==> config.mk <==
export PLATFORM = sky130hd
export DESIGN_NAME = beta_backward
export DESIGN_NICKNAME = d
export VERILOG_FILES = /design/src/rtl/map_pkg.sv /design/src/rtl/beta_acs.sv /design/src/rtl/beta_backward.sv
export SDC_FILE = /design/constraint.sdc
export NUM_CORES = 1
export LEC_CHECK = 0
export ABC_AREA = 1
export ABC_CLOCK_PERIOD_IN_PS = 4900
export CAP_MARGIN = 30
export CORE_MARGIN = 4
export CORE_UTILIZATION = 35
export CTS_CLUSTER_DIAMETER = 200
export CTS_CLUSTER_SIZE = 8
export DETAILED_ROUTE_END_ITERATION = 10
export PLACE_DENSITY_LB_ADDON = 0.2
export SYNTH_ARGS = -nofsm -noshare
export SYNTH_HDL_FRONTEND = slang
export SYNTH_SLANG_ARGS = --single-unit
export TNS_END_PERCENT = 1
==> constraint.sdc <==
create_clock -name clk -period 4.9 [get_ports clk]
set_clock_uncertainty 0.15 [all_clocks]
set_input_delay 0.98 -clock clk [delete_from_list [all_inputs] [get_ports clk]]
set_output_delay 0.98 -clock clk [all_outputs]
set_load 0.02 [all_outputs]
==> src/rtl/map_pkg.sv <==
// Shared max-log MAP trellis definitions: state count, trellis length, metric width,
// successor/predecessor mapping of the 8-state trellis and the pass-control FSM encoding.
package map_pkg;

    localparam int NUM_STATES = 8;
    localparam int K          = 14;
    localparam int N          = 12;
    localparam int AW         = $clog2(K);
    localparam int GW         = 2;

    typedef enum logic [1:0] {
        IDLE  = 2'd0,
        RUN   = 2'd1,
        FLUSH = 2'd2,
        DONE  = 2'd3
    } fsm_state_t;

    // Successors of state i one step later in the trellis.
    function automatic int succ0(input int i);
        return 2 * (i % 4);
    endfunction

    function automatic int succ1(input int i);
        return 2 * (i % 4) + 1;
    endfunction

    // Predecessors of state j: the two states whose successor pair contains j.
    function automatic int pred0(input int j);
        return j / 2;
    endfunction

    function automatic int pred1(input int j);
        return j / 2 + 4;
    endfunction

endpackage

==> src/rtl/beta_acs.sv <==
// Single-state beta add-compare-select: larger of two successor metrics plus the branch metric.
// Unsigned compare, a tie keeps beta_a, and the add wraps modulo 2^N.
module beta_acs
    import map_pkg::*;
#(
    parameter int N  = map_pkg::N,
    parameter int GW = map_pkg::GW
) (
    input  logic [N-1:0]  beta_a,
    input  logic [N-1:0]  beta_b,
    input  logic [GW-1:0] gamma,
    output logic [N-1:0]  beta_out
);

    logic [N-1:0] sel;
    logic [N-1:0] gamma_ext;

    always_comb begin
        gamma_ext = {{(N-GW){1'b0}}, gamma};
        sel       = (beta_b > beta_a) ? beta_b : beta_a;
        beta_out  = sel + gamma_ext;
    end

endmodule

==> src/rtl/beta_backward.sv <==
// Backward (beta) recursion of the 8-state max-log MAP decoder: walks alpha memory from
// step K-1 down to 0, runs the beta ACS and emits lambda = alpha + beta per state.
module beta_backward
    import map_pkg::*;
#(
    parameter int N  = map_pkg::N,
    parameter int K  = map_pkg::K,
    parameter int AW = map_pkg::AW,
    parameter int GW = map_pkg::GW
) (
    input  logic                    clk,
    input  logic                    rst,
    input  logic                    start,
    input  logic [GW-1:0]           gamma,
    input  logic [NUM_STATES*N-1:0] beta_init,
    output logic                    alpha_rd_en,
    output logic [AW-1:0]           alpha_rd_addr,
    input  logic [NUM_STATES*N-1:0] alpha_rd_data,
    output logic [NUM_STATES*N-1:0] lambda,
    output logic                    lambda_valid,
    output logic [AW-1:0]           lambda_idx,
    output logic                    busy,
    output logic                    done
);

    localparam int S = NUM_STATES;

    function automatic logic [N-1:0] add_wrap(input logic [N-1:0] a, input logic [N-1:0] b);
        return a + b;
    endfunction

    fsm_state_t       state_q, state_d;
    logic [AW-1:0]    addr_q, addr_d;
    logic [N-1:0]     beta_q [S];
    logic [N-1:0]     beta_d [S];
    logic [N-1:0]     bdel_q [S];
    logic [N-1:0]     bdel_d [S];
    logic [N-1:0]     acs_out [S];
    logic             rd_vld_q, rd_vld_d;
    logic [AW-1:0]    rd_idx_q, rd_idx_d;
    logic [S*N-1:0]   lambda_q, lambda_d;
    logic             lambda_valid_q, lambda_valid_d;
    logic [AW-1:0]    lambda_idx_q, lambda_idx_d;
    logic             busy_q, busy_d;
    logic             done_q, done_d;
    logic             rd_en;
    logic [AW-1:0]    rd_addr;

    for (genvar i = 0; i < S; i++) begin : g_acs
        localparam int J0 = succ0(i);
        localparam int J1 = succ1(i);
        beta_acs #(.N(N), .GW(GW)) u_acs (
            .beta_a   (beta_q[J0]),
            .beta_b   (beta_q[J1]),
            .gamma    (gamma),
            .beta_out (acs_out[i])
        );
    end

    // Read port is driven straight from state/address so the read lands in the RUN cycle itself.
    always_comb begin
        rd_en   = (state_q == RUN);
        rd_addr = rd_en ? addr_q : '0;
    end

    always_comb begin
        state_d        = state_q;
        addr_d         = addr_q;
        beta_d         = beta_q;
        bdel_d         = bdel_q;
        rd_vld_d       = rd_en;
        rd_idx_d       = rd_addr;
        lambda_valid_d = rd_vld_q;
        lambda_idx_d   = rd_idx_q;
        lambda_d       = lambda_q;
        done_d         = (state_q == FLUSH);

        case (state_q)
            IDLE: begin
                if (start) begin
                    for (int s = 0; s < S; s++) begin
                        beta_d[s] = beta_init[s*N +: N];
                    end
                    addr_d  = AW'(K - 1);
                    state_d = RUN;
                end
            end
            RUN: begin
                bdel_d = beta_q;
                beta_d = acs_out;
                if (addr_q == '0) begin
                    state_d = FLUSH;
                end else begin
                    addr_d = addr_q - 1'b1;
                end
            end
            FLUSH:   state_d = DONE;
            DONE:    state_d = IDLE;
            default: state_d = IDLE;
        endcase

        // Alpha arrives one cycle after its read, alongside the beta that was current at the read.
        if (rd_vld_q) begin
            for (int s = 0; s < S; s++) begin
                lambda_d[s*N +: N] = add_wrap(alpha_rd_data[s*N +: N], bdel_q[s]);
            end
        end

        busy_d = (state_d != IDLE);
    end

    always_ff @(posedge clk) begin
        if (rst) begin
            state_q        <= IDLE;
            addr_q         <= '0;
            beta_q         <= '{default: '0};
            bdel_q         <= '{default: '0};
            rd_vld_q       <= 1'b0;
            rd_idx_q       <= '0;
            lambda_q       <= '0;
            lambda_valid_q <= 1'b0;
            lambda_idx_q   <= '0;
            busy_q         <= 1'b0;
            done_q         <= 1'b0;
        end else begin
            state_q        <= state_d;
            addr_q         <= addr_d;
            beta_q         <= beta_d;
            bdel_q         <= bdel_d;
            rd_vld_q       <= rd_vld_d;
            rd_idx_q       <= rd_idx_d;
            lambda_q       <= lambda_d;
            lambda_valid_q <= lambda_valid_d;
            lambda_idx_q   <= lambda_idx_d;
            busy_q         <= busy_d;
            done_q         <= done_d;
        end
    end

    always_comb begin
        alpha_rd_en   = rd_en;
        alpha_rd_addr = rd_addr;
        lambda        = lambda_q;
        lambda_valid  = lambda_valid_q;
        lambda_idx    = lambda_idx_q;
        busy          = busy_q;
        done          = done_q;
    end

endmodule

==> metrics.md, run 1 <==
| Metric | Value |
|---|---|
| Final setup violation count | `0` |
| Residual DRC | `0` |
| Max-slew headroom | `0.369` |
| First-pass GRT wire length | `103 mm` |
| Non-filler cells, final | `3431` |
| Max VDD drop | `0.251 mV` |
| Post-synthesis sequential area ratio | `0.338` |
| Sw Ratio | `0.495` |
| Post-cts gate resize count | `0` |
| Status | `finished clean` |
| Mapped Area | `18100 µm²` |
| Min-delay worst type | `reg -> reg` |
| Final period utilization | `0.761` |
| 1st-pass router iterations | `6` |
| Footprint of the multi-input gates | `10400 µm²` |
| Min cycle time layout | `3730 ps` |
| Setup TNS | `0 ps` |
| H-tree depth | `2` |
| Share of total power in combinational logic | `0.554` |
| Met3 wire len | `4.67 mm` |
| Initial core utilization | `0.353` |
| Crit path required time | `5230 ps` |
| Cts hold-fix bufs | `0` |
| Number of setup buffers added after CTS | `0` |
| Clock power share | `0.170` |
| Nets | `3097` |
| Worst Setup End Kind | `flip-flop` |
| Core ar. | `51300 µm²` |
| Switch Pwr | `7.92 mW` |
| RR Startpoint | `beta_q[11]` |
| Worst setup path class | `reg -> reg` |
| Synthesized net count | `2848` |
| PortBufs | `304` |
| Routability Congestion | `0.924` |
| Commonest cells after routing, fill and taps aside | `o21ai_0 (400), nor2_1 (310), nand2_1 (307), dfxtp_1 (305), clkdlybuf4s50_1 (303)` |
| Mean Syn Cell Area | `7.26 µm²` |
| Hold Crit Start | `lambda_idx_d[2]` |
| Synth warn | `0` |
| Reg power frac | `0.275` |
| Layout cell share with drive strength beyond 1 | `0.0645` |
| Maximum clock rate | `268 MHz` |
| # Max-Cap Violations | `0` |
| Total Power | `16.0 mW` |
| Post-Place Cells | `3375` |
| Final instance area | `22800 µm²` |
| Clock Pin Slew Worst Setup and Hold Paths | `50 ps` |
| Register Area | `6130 µm²` |
| Vias/cell | `5.17` |
| Pin count of the biggest net entering global routing | `113` |
| Placed Area | `21600 µm²` |
| Die Span Y | `235 µm` |
| Filler cells | `5205` |
| Commonest non-fill, non-tap cell in the layout | `o21ai_0` |
| Pwr per Cell Area | `700 nW/µm²` |
| Uppermost layer routed | `met5` |
| Clock sinks | `306` |
| Synthesized instance count | `2494` |
| Family with the most delay on the worst path | `simple AND/OR/NAND/NOR gates` |
| CTS Buffer Depth | `3` |
| CP Cell Sequence | `ha_1 -> nand2_1 -> inv_1 -> nand2_1 -> inv_1 -> nand2_1 -> nand3_2 -> nand2_4 -> nor2_1 -> a21oi_1 -> ha_1 -> a21oi_1 -> inv_1 -> nand3_2 -> nor2_4 -> xor2_1 -> nand2_1 -> a21oi_1` |
| Average wire per cell in the routed design | `20.1 µm` |
| Final core utilization | `0.445` |
| Vias in the first global route | `16658` |
| Worst-Skew Late Latency | `570 ps` |
| WP buf/inv | `3` |
| Startpoint types | `flip-flop` |
| Total grt overflow | `0` |
| Slowest CP cell | `dfxtp_1` |
| Yosys reg bits | `306` |
| CP max stage delay | `590 ps` |
| Leakage | `10.2 nW` |
| Die X | `235 µm` |
| Cell-internal power | `8.06 mW` |
| Final Hold Vio Count | `0` |
| GRT Resource Usage Total | `0.239` |
| Fin. max-slew vios | `0` |
| Worst-margin pin slew | `946 ps` |
| Num CTS Buffers | `44` |
| Crit. Startpoint | `beta_q[11]` |
| WL met1 | `33.3 mm` |
| FP Rows | `83` |
| Vias | `17729` |
| DP Wirelength | `53.3 mm` |
| DR WL met2 | `28.6 mm` |
| Ports | `305` |
| Yosys cell types | `38` |
| Layout area overhead | `26.0%` |
| RSZ-0062 raised after global routing | `false` |
| CP arrival | `4050 ps` |
| CP Max Fanout | `16` |
| Final ANT Viol Nets | `0` |
| Initial antenna violation count | `7` |
| WL final | `69.1 mm` |
| Root Buffer | `clkbuf_16` |
| Die Footprint | `55500 µm²` |
| Drt initial violations | `1691` |
| CTS tree | `built` |
| Most frequent CP cell | `nand2_1` |
[path summary, 6_finish.rpt]
kind                   endpoint  slack, ps  depth (start not counted)
hold reg to reg   lambda_idx[2]        260                          2
setup reg to reg      beta_q[5]       1170                         18
setup / recovery      beta_q[5]       1170                         18
hold / removal    lambda_idx[2]        260                          2
[area by class of cell]
cell class,instances,share of cell area
diodes,6,0.000658
clock buffers,45,0.0484
clock inverters,3,0.00148
multi-input cells,1791,0.455
well taps,680,0.0373
inverters,275,0.0454
repair buffers,325,0.143
flip-flops and latches,306,0.268
[logic make-up (layout without fill, tap and decap cells)]
family,after synthesis,in the layout,synth area share
and+or+nand+nor,823,823,0.208
AOI/OAI and AO/OA,713,713,0.205
other,0,6,0
DFF,306,306,0.338
buffers and inverters,397,648,0.0885
xor gates and xnor gates,98,98,0.0474
adders and majority gates,157,157,0.113
[power by group through the flow]
stage | Clock, mW | Combinational (mW) | Sequential, mW
floorplan | 0 | 6.25 | 4.12
global placement | 0 | 8.62 | 4.41
detailed placement | 0 | 8.71 | 4.42
CTS | 2.78 | 8.76 | 4.38
global route | 2.86 | 9.89 | 4.49
finish | 2.72 | 8.86 | 4.40
[metal layers]
metal | global-route usage | vias up
li1 | - | 8763
met1 | 0.348 | 8221
met2 | 0.347 | 628
met3 | 0.0515 | 113
met4 | 0.0856 | 4
met5 | 0 | -
[sequential cells by signal, indices dropped and copies added (netlist names)]
register	cells
beta_q	96
lambda_idx	4
lambda_valid_d	1
lambda_valid	1
done	1
lambda_idx_d	4
bdel_q	96
busy	1
lambda	96
state_q	2
addr_q	4
[stage by stage]
stage / setup WS [ps] / hold slack, ps
6_report: 1170 / 255
3_5_place_dp: 1210 / 249
3_3_place_gp: 1220 / 253
5_1_grt: 933 / 269
4_1_cts: 1200 / 257
2_1_floorplan: 2020 / 238
[Yosys cell counts (all sizes together)]
| cell | number | area, µm² |
|---|---|---|
| a31oi | 17 | 106 |
| o221ai | 7 | 61.3 |
| buf | 27 | 214 |
| o31ai | 1 | 7.51 |
| inv | 274 | 1030 |
| clkbuf | 95 | 357 |
| fa | 12 | 240 |
| nand2 | 355 | 1490 |
| nand3b | 10 | 78.8 |
| o21a | 4 | 30.0 |
| dfxtp | 306 | 6130 |
| nor3 | 4 | 35.0 |
| o211ai | 10 | 75.1 |
| nand4 | 13 | 81.3 |
| xnor2 | 48 | 420 |
| nand3 | 114 | 763 |
| a21oi | 256 | 1280 |
| o2111ai | 8 | 70.1 |
| nor2 | 327 | 1320 |
| clkinv | 1 | 3.75 |
| o21bai | 2 | 15.0 |
| xor2 | 50 | 438 |
| ha | 145 | 1810 |
| a21o | 8 | 60.1 |
| o21ai | 400 | 2000 |
[worst register-to-register path, stage by stage, from the launching register on]
cell,delay (ps)
dfxtp_1,590
ha_1,330
nand2_1,90
inv_1,40
nand2_1,70
inv_1,70
nand2_1,90
nand3_2,280
nand2_4,290
nor2_1,60
a21oi_1,240
ha_1,200
a21oi_1,40
inv_1,70
nand3_2,120
nor2_4,250
xor2_1,180
nand2_1,160
a21oi_1,300
Power figures use the tool's default switching activity.
==> run 2, diff against run 1 <==
--- a/config.mk
+++ b/config.mk
@@ -6,7 +6,7 @@
 export NUM_CORES = 1
 export LEC_CHECK = 0
 export ABC_AREA = 1
-export ABC_CLOCK_PERIOD_IN_PS = 4900
+export ABC_CLOCK_PERIOD_IN_PS = 3100
 export CAP_MARGIN = 30
 export CORE_MARGIN = 4
 export CORE_UTILIZATION = 35
==> constraint.sdc (replaced) <==
create_clock -name clk -period 3.1 [get_ports clk]
set_clock_uncertainty 0.15 [all_clocks]
set_input_delay 0.62 -clock clk [delete_from_list [all_inputs] [get_ports clk]]
set_output_delay 0.62 -clock clk [all_outputs]
set_load 0.02 [all_outputs]
==> metrics.md, run 2 (same netlist as run 1, synthesis figures left out) <==
| Metric | Value |
|---|---|
| Status | `finished clean (unchanged)` |
| Maximum clock rate | `331 MHz (was 268 MHz)` |
| Reg power frac | `0.246 (was 0.275)` |
| Nets | `3184 (was 3097)` |
| Total Power | `26.5 mW (was 16.0 mW)` |
| H-tree depth | `2 (unchanged)` |
| Worst Reg-to-Reg Cells | `19 (was 18)` |
| Vias | `18022 (was 17729)` |
| Root Buffer | `clkbuf_16 (unchanged)` |
| # Max-Cap Violations | `0 (unchanged)` |
| WL final | `69.2 mm (was 69.1 mm)` |
| Worst Setup End Kind | `flip-flop (unchanged)` |
| Ports | `305 (unchanged)` |
| Vias/cell | `5.12 (was 5.17)` |
| Pwr per Cell Area | `1120 nW/µm² (was 700 nW/µm²)` |
| PortBufs | `304 (unchanged)` |
| Min-delay worst type | `reg -> reg (unchanged)` |
| Clock sinks | `306 (unchanged)` |
| Die Footprint | `55500 µm² (unchanged)` |
| Crit path required time | `3440 ps (was 5230 ps)` |
| Final Hold Vio Count | `0 (unchanged)` |
| Final setup violation count | `0 (unchanged)` |
| Sw Ratio | `0.483 (was 0.495)` |
| First-pass GRT wire length | `104 mm (was 103 mm)` |
| Total grt overflow | `0 (unchanged)` |
| 1st-pass router iterations | `5 (was 6)` |
| Min-Delay Path Depth | `2 (unchanged)` |
| Num CTS Buffers | `44 (unchanged)` |
| Cell-internal power | `13.7 mW (was 8.06 mW)` |
| Initial core utilization | `0.353 (unchanged)` |
| GRT Resource Usage Total | `0.239 (about the same)` |
| Layout cell share with drive strength beyond 1 | `0.109 (was 0.0645)` |
| CTS tree | `built (unchanged)` |
| Die Span Y | `235 µm (unchanged)` |
| Residual DRC | `0 (unchanged)` |
| Max-slew headroom | `0.431 (was 0.369)` |
| Fin. max-slew vios | `0 (unchanged)` |
| Final period utilization | `0.975 (was 0.761)` |
| Leakage | `10.7 nW (was 10.2 nW)` |
| Clock Pin Slew Worst Setup and Hold Paths | `50 ps (about the same)` |
| Share of total power in combinational logic | `0.588 (was 0.554)` |
| Drt initial violations | `1508 (was 1691)` |
| Min cycle time layout | `3020 ps (was 3730 ps)` |
| Final core utilization | `0.462 (was 0.445)` |
| DP Wirelength | `54.3 mm (was 53.3 mm)` |
| Routability Congestion | `0.945 (was 0.924)` |
| Worst-Skew Late Latency | `570 ps (about the same)` |
| Average wire per cell in the routed design | `19.7 µm (was 20.1 µm)` |
| Die X | `235 µm (unchanged)` |
| RSZ-0062 raised after global routing | `true (was false)` |
| Worst setup path class | `reg -> reg (unchanged)` |
| Core ar. | `51300 µm² (unchanged)` |
| Layout area overhead | `30.8% (was 26.0%)` |
| Final ANT Viol Nets | `0 (unchanged)` |
| CP Max Fanout | `5 (was 16)` |
| Worst-margin pin slew | `854 ps (was 946 ps)` |
| Vias in the first global route | `16969 (was 16658)` |
| Max VDD drop | `0.569 mV (was 0.251 mV)` |
| Switch Pwr | `12.8 mW (was 7.92 mW)` |
| FP Rows | `83 (unchanged)` |
| Clock power share | `0.165 (was 0.170)` |
| Commonest cells after routing, fill and taps aside | `o21ai_0 (400), nor2_1 (309), nand2_1 (305), clkdlybuf4s50_1 (303), dfxtp_1 (300) (was o21ai_0 (400), nor2_1 (310), nand2_1 (307), dfxtp_1 (305), clkdlybuf4s50_1 (303))` |
| Pin count of the biggest net entering global routing | `154 (was 113)` |
| CTS Buffer Depth | `3 (unchanged)` |
| CP arrival | `3370 ps (was 4050 ps)` |
| Initial antenna violation count | `5 (was 7)` |
| Commonest non-fill, non-tap cell in the layout | `o21ai_0 (unchanged)` |
| Startpoint types | `flip-flop (unchanged)` |
## run 2: cell count changes in the layout (fill, tap and decap cells not counted), sizes merged
cell	previous run	this run
clkbuf	45	47
diode	6	4
buf	22	109
inv	276	275
## run 2: area by class of cell
class,count,area [µm²]
Multi-Input combinational cell,1791,10500
Clock buffer,47,1150
Inverter,275,1040
Clock inverter,2,25.0
Tap cell,680,851
Antenna cell,4,10.0
Sequential cell,306,6140
Timing Repair Buffer,412,3920
Fill cell,5161,27600
## run 2: path summary, 6_finish.rpt
path,start,endpoint,slack [ps]
min,lambda_idx_d[2],lambda_idx[2],250
max,beta_q[46],beta_q[16],80
max reg2reg,beta_q[46],beta_q[16],80
min reg2reg,lambda_idx_d[2],lambda_idx[2],250
## run 2: metrics by stage
stage | cells | setup TNS, ps | cell area (µm²) | setup WS [ps] | hold WS [ps]
after floorplan | 2494 | 0 | 18100 | 396 | 238
after global placement | 3462 | -134 | 22300 | -127 | 243
after detailed placement | 3462 | -80.1 | 22300 | -68.5 | 244
after CTS | 3511 | 0 | 23500 | 4.40 | 250
after global routing | 3517 | -697 | 23700 | -74.8 | 265
final | 3517 | 0 | 23700 | 77.1 | 250
## run 2: power by group through the flow
stage / Combinational (mW) / Clock, mW / Sequential (mW)
floorplan: 9.87 / 0 / 6.51
global placement: 15.0 / 0 / 6.57
detailed placement: 15.2 / 0 / 6.58
CTS: 15.3 / 4.48 / 6.52
global route: 17.3 / 4.64 / 6.69
finish: 15.6 / 4.39 / 6.54
## run 2: timing repair
action	4_1_cts	5_1_grt
buffers inserted	0	2
hold buffers	0	0
gates resized for setup	0	44
endpoints found under the setup margin	0	67
## run 2: routing by layer
layer | up-vias | track usage | share of wire
met5 | - | 0 | 0
met4 | 0 | 0.0655 | 0.026
met3 | 106 | 0.0498 | 0.071
met2 | 665 | 0.359 | 0.43
met1 | 8337 | 0.347 | 0.47
li1 | 8914 | - | -
## run 2: critical path: stages, from the launching register on
cell and delay (ps):
dfxtp_1 380, inv_2 100, ha_1 290, nand2_1 110, inv_2 70, nand2_2 40
nor2_1 90, nand2_1 70, nand3_2 100, nand2_4 70, nand2_1 50, o21ai_0 70
ha_1 220, fa_1 450, nand3_2 120, inv_1 80, a21oi_1 110, o21ai_0 100
buf_4 150, a21oi_1 110
==> RTL change: new RTL, flow settings as in run 2 <==
Make the reset (`rst`) asynchronous in one clocked block.
--- a/src/rtl/beta_backward.sv
+++ b/src/rtl/beta_backward.sv
@@ -110,5 +110,5 @@
     end
 
-    always_ff @(posedge clk) begin
+    always_ff @(posedge clk or posedge rst) begin
         if (rst) begin
             state_q        <= IDLE;
Behaviour: differs if rst is asserted again (counterexample within 4 cycles, from zero or initial values and one cycle with rst high); with rst held inactive, the same outputs for 4 cycles.
==> RTL change against run 2 <==
  * Core utilization rose by 0.86 points
  * Die area increased by 2.4%
  * Area after synthesis up 2.5%
  * Design area grew 4.3%
  * Sequential cell count unchanged
  * Routed wire length shrank 4.1%
  * Power up 21%
  * Worst setup slack worse by 0.062 ns
  * First-iteration DRC count fell by 19%
  * Critical endpoint is now beta_q[43]$_DFFE_PP0P_
  * Largest power group unchanged
==> RTL change: results (changes against run 2) <==
Run status:
- Outcome: finished clean (unchanged).

Yosys:
- The count of different cell masters after synthesis was 39 (was 38).
- The post-synthesis sequential area ratio is 0.412 (was 0.338).
- Most used standard cells in the synthesized netlist: nand2_1 (589), dfrtp_1 (306), o21ai_0 (271), inv_1 (243), nor2_1 (184) (was o21ai_0 (400), nor2_1 (310), nand2_1 (308), dfxtp_1 (306), inv_1 (271)).
- The share of synthesized registers carrying an async set or reset is 1.00 (was 0).
- The post-synthesis xor/xnor area fraction is 0.0156 (was 0.0474).
- Largest cells by area after synthesis: dfrtp_1 (41%), nand2_1 (12%), ha_1 (9.8%) (was dfxtp_1 (34%), o21ai_0 (11%), ha_1 (10%)).
- The post-synthesis compound-gate area fraction was 0.158 (was 0.205).

Setup path:
- The delay of the slowest cell on the worst path came to 0.42 ns (was 0.45 ns).
- The reg-to-reg critical path endpoint is beta_q[43]$_DFFE_PP0P_ (was beta_q[16]$_SDFFE_PP0P_).
- The buffer and inverter count on the worst path was 2 (was 4).
- The arrival time at the worst endpoint is 3.36 ns (was 3.37 ns).
- The flop-to-flop setup slack is 0.02 ns (was 0.08 ns).
- The critical-path cell with the highest stage delay is dfrtp_1 (was fa_1).
- The family with the most delay on the worst path is simple AND/OR/NAND/NOR gates (was adder cells).

Pwr:
- The worst ir drop on vdd is 0.899 mV (was 0.569 mV).
- The sequential logic power is 7.62 mW (was 6.54 mW).
- The combinational cell power was 20.2 mW (was 15.6 mW).

Detailed routing:
- The wire length reported by the detailed router is 66400 um (was 69200 um).
- The total met3 wirelength after detailed routing came to 4140 um (was 4940 um).
- The number of DRC markers after the initial detailed-route iteration is 1227 (was 1508).
- The topmost layer with routed signal wires is met5 (was met4).
- The sum of met2 wire segment lengths after detailed routing is 28900 um (was 29600 um).

GRT:
- The largest net degree at the start of global routing came to 122 (was 154).
- The initial antenna violation count was 6 (was 5).
- The combined global-route utilization of all metal layers came to 0.227 (was 0.239).
- The global-route track usage on met3 is 0.0431 (was 0.0498).

Place:
- The post-detailed-placement cell area is 23100 um^2 (was 22300 um^2).
- The placed wire-length estimate is 51500 um (was 54300 um).
- The last weighted congestion value of the routability-driven placer is 0.924 (was 0.945).

STA:
- The slew at the pin closest to its max-slew limit was 0.772 ns (was 0.854 ns).

Cells and area:
- The share of post-route cells with drive strength above 1 was 0.129 (was 0.109).

Min path:
- The worst hold path startpoint is lambda_idx_d[2]$_DFF_PP0_ (was lambda_idx_d[2]$_SDFF_PP0_).
RTL change: cell count changes after synthesis, moves of 28 or more:
cell	before	now
a21oi_1	256	150
a31oi_1	17	48
dfrtp_1	0	306
dfxtp_1	306	0
inv_1	271	243
nand2_1	308	589
nand3_1	83	120
nor2_1	310	184
o21ai_0	400	271
xnor2_1	48	9
RTL change: final cells by class:
type,count,area [um^2]
fillers,5157,27800
flip-flops and latches,306,7660
repair buffers,433,4140
diodes,3,7.51
clock inverters,1,8.76
inverters,247,937
well taps,688,861
clock buffers,46,1130
multi-input cells,1736,9960
RTL change: through the flow:
step                      power, mW  setup TNS (ns)  hold WS, ns  setup WS (ns)  cells
after global routing           34.9           -1.99        0.203         -0.167   3459
after floorplan                19.4         -532.74        0.181          -1.74   2372
after detailed placement       26.8           -1.89        0.190         -0.282   3398
after CTS                      31.5         -0.0667        0.201        -0.0448   3446
after global placement         26.5           -1.50        0.187         -0.239   3398
final                          32.2               0        0.197         0.0154   3460
RTL change: worst max-delay path by stage:
stage,startpoint,to,cells after the start,slack (ns)
floorplan,rst,addr_q[0]$_DFFE_PP0P_,1,-1.74
global placement,beta_q[66]$_DFFE_PP0P_,beta_q[28]$_DFFE_PP0P_,15,-0.24
detailed placement,beta_q[66]$_DFFE_PP0P_,beta_q[76]$_DFFE_PP0P_,15,-0.28
CTS,beta_q[83]$_DFFE_PP0P_,beta_q[43]$_DFFE_PP0P_,18,-0.04
global route,beta_q[91]$_DFFE_PP0P_,beta_q[43]$_DFFE_PP0P_,17,-0.17
finish,beta_q[91]$_DFFE_PP0P_,beta_q[43]$_DFFE_PP0P_,17,0.02
RTL change: timing repair:
action / in CTS / in global routing
pin swaps: 1 / 16
setup endpoints to repair: 33 / 68
cloned: 0 / 0
resized for setup: 19 / 76
buffers inserted: 1 / 10
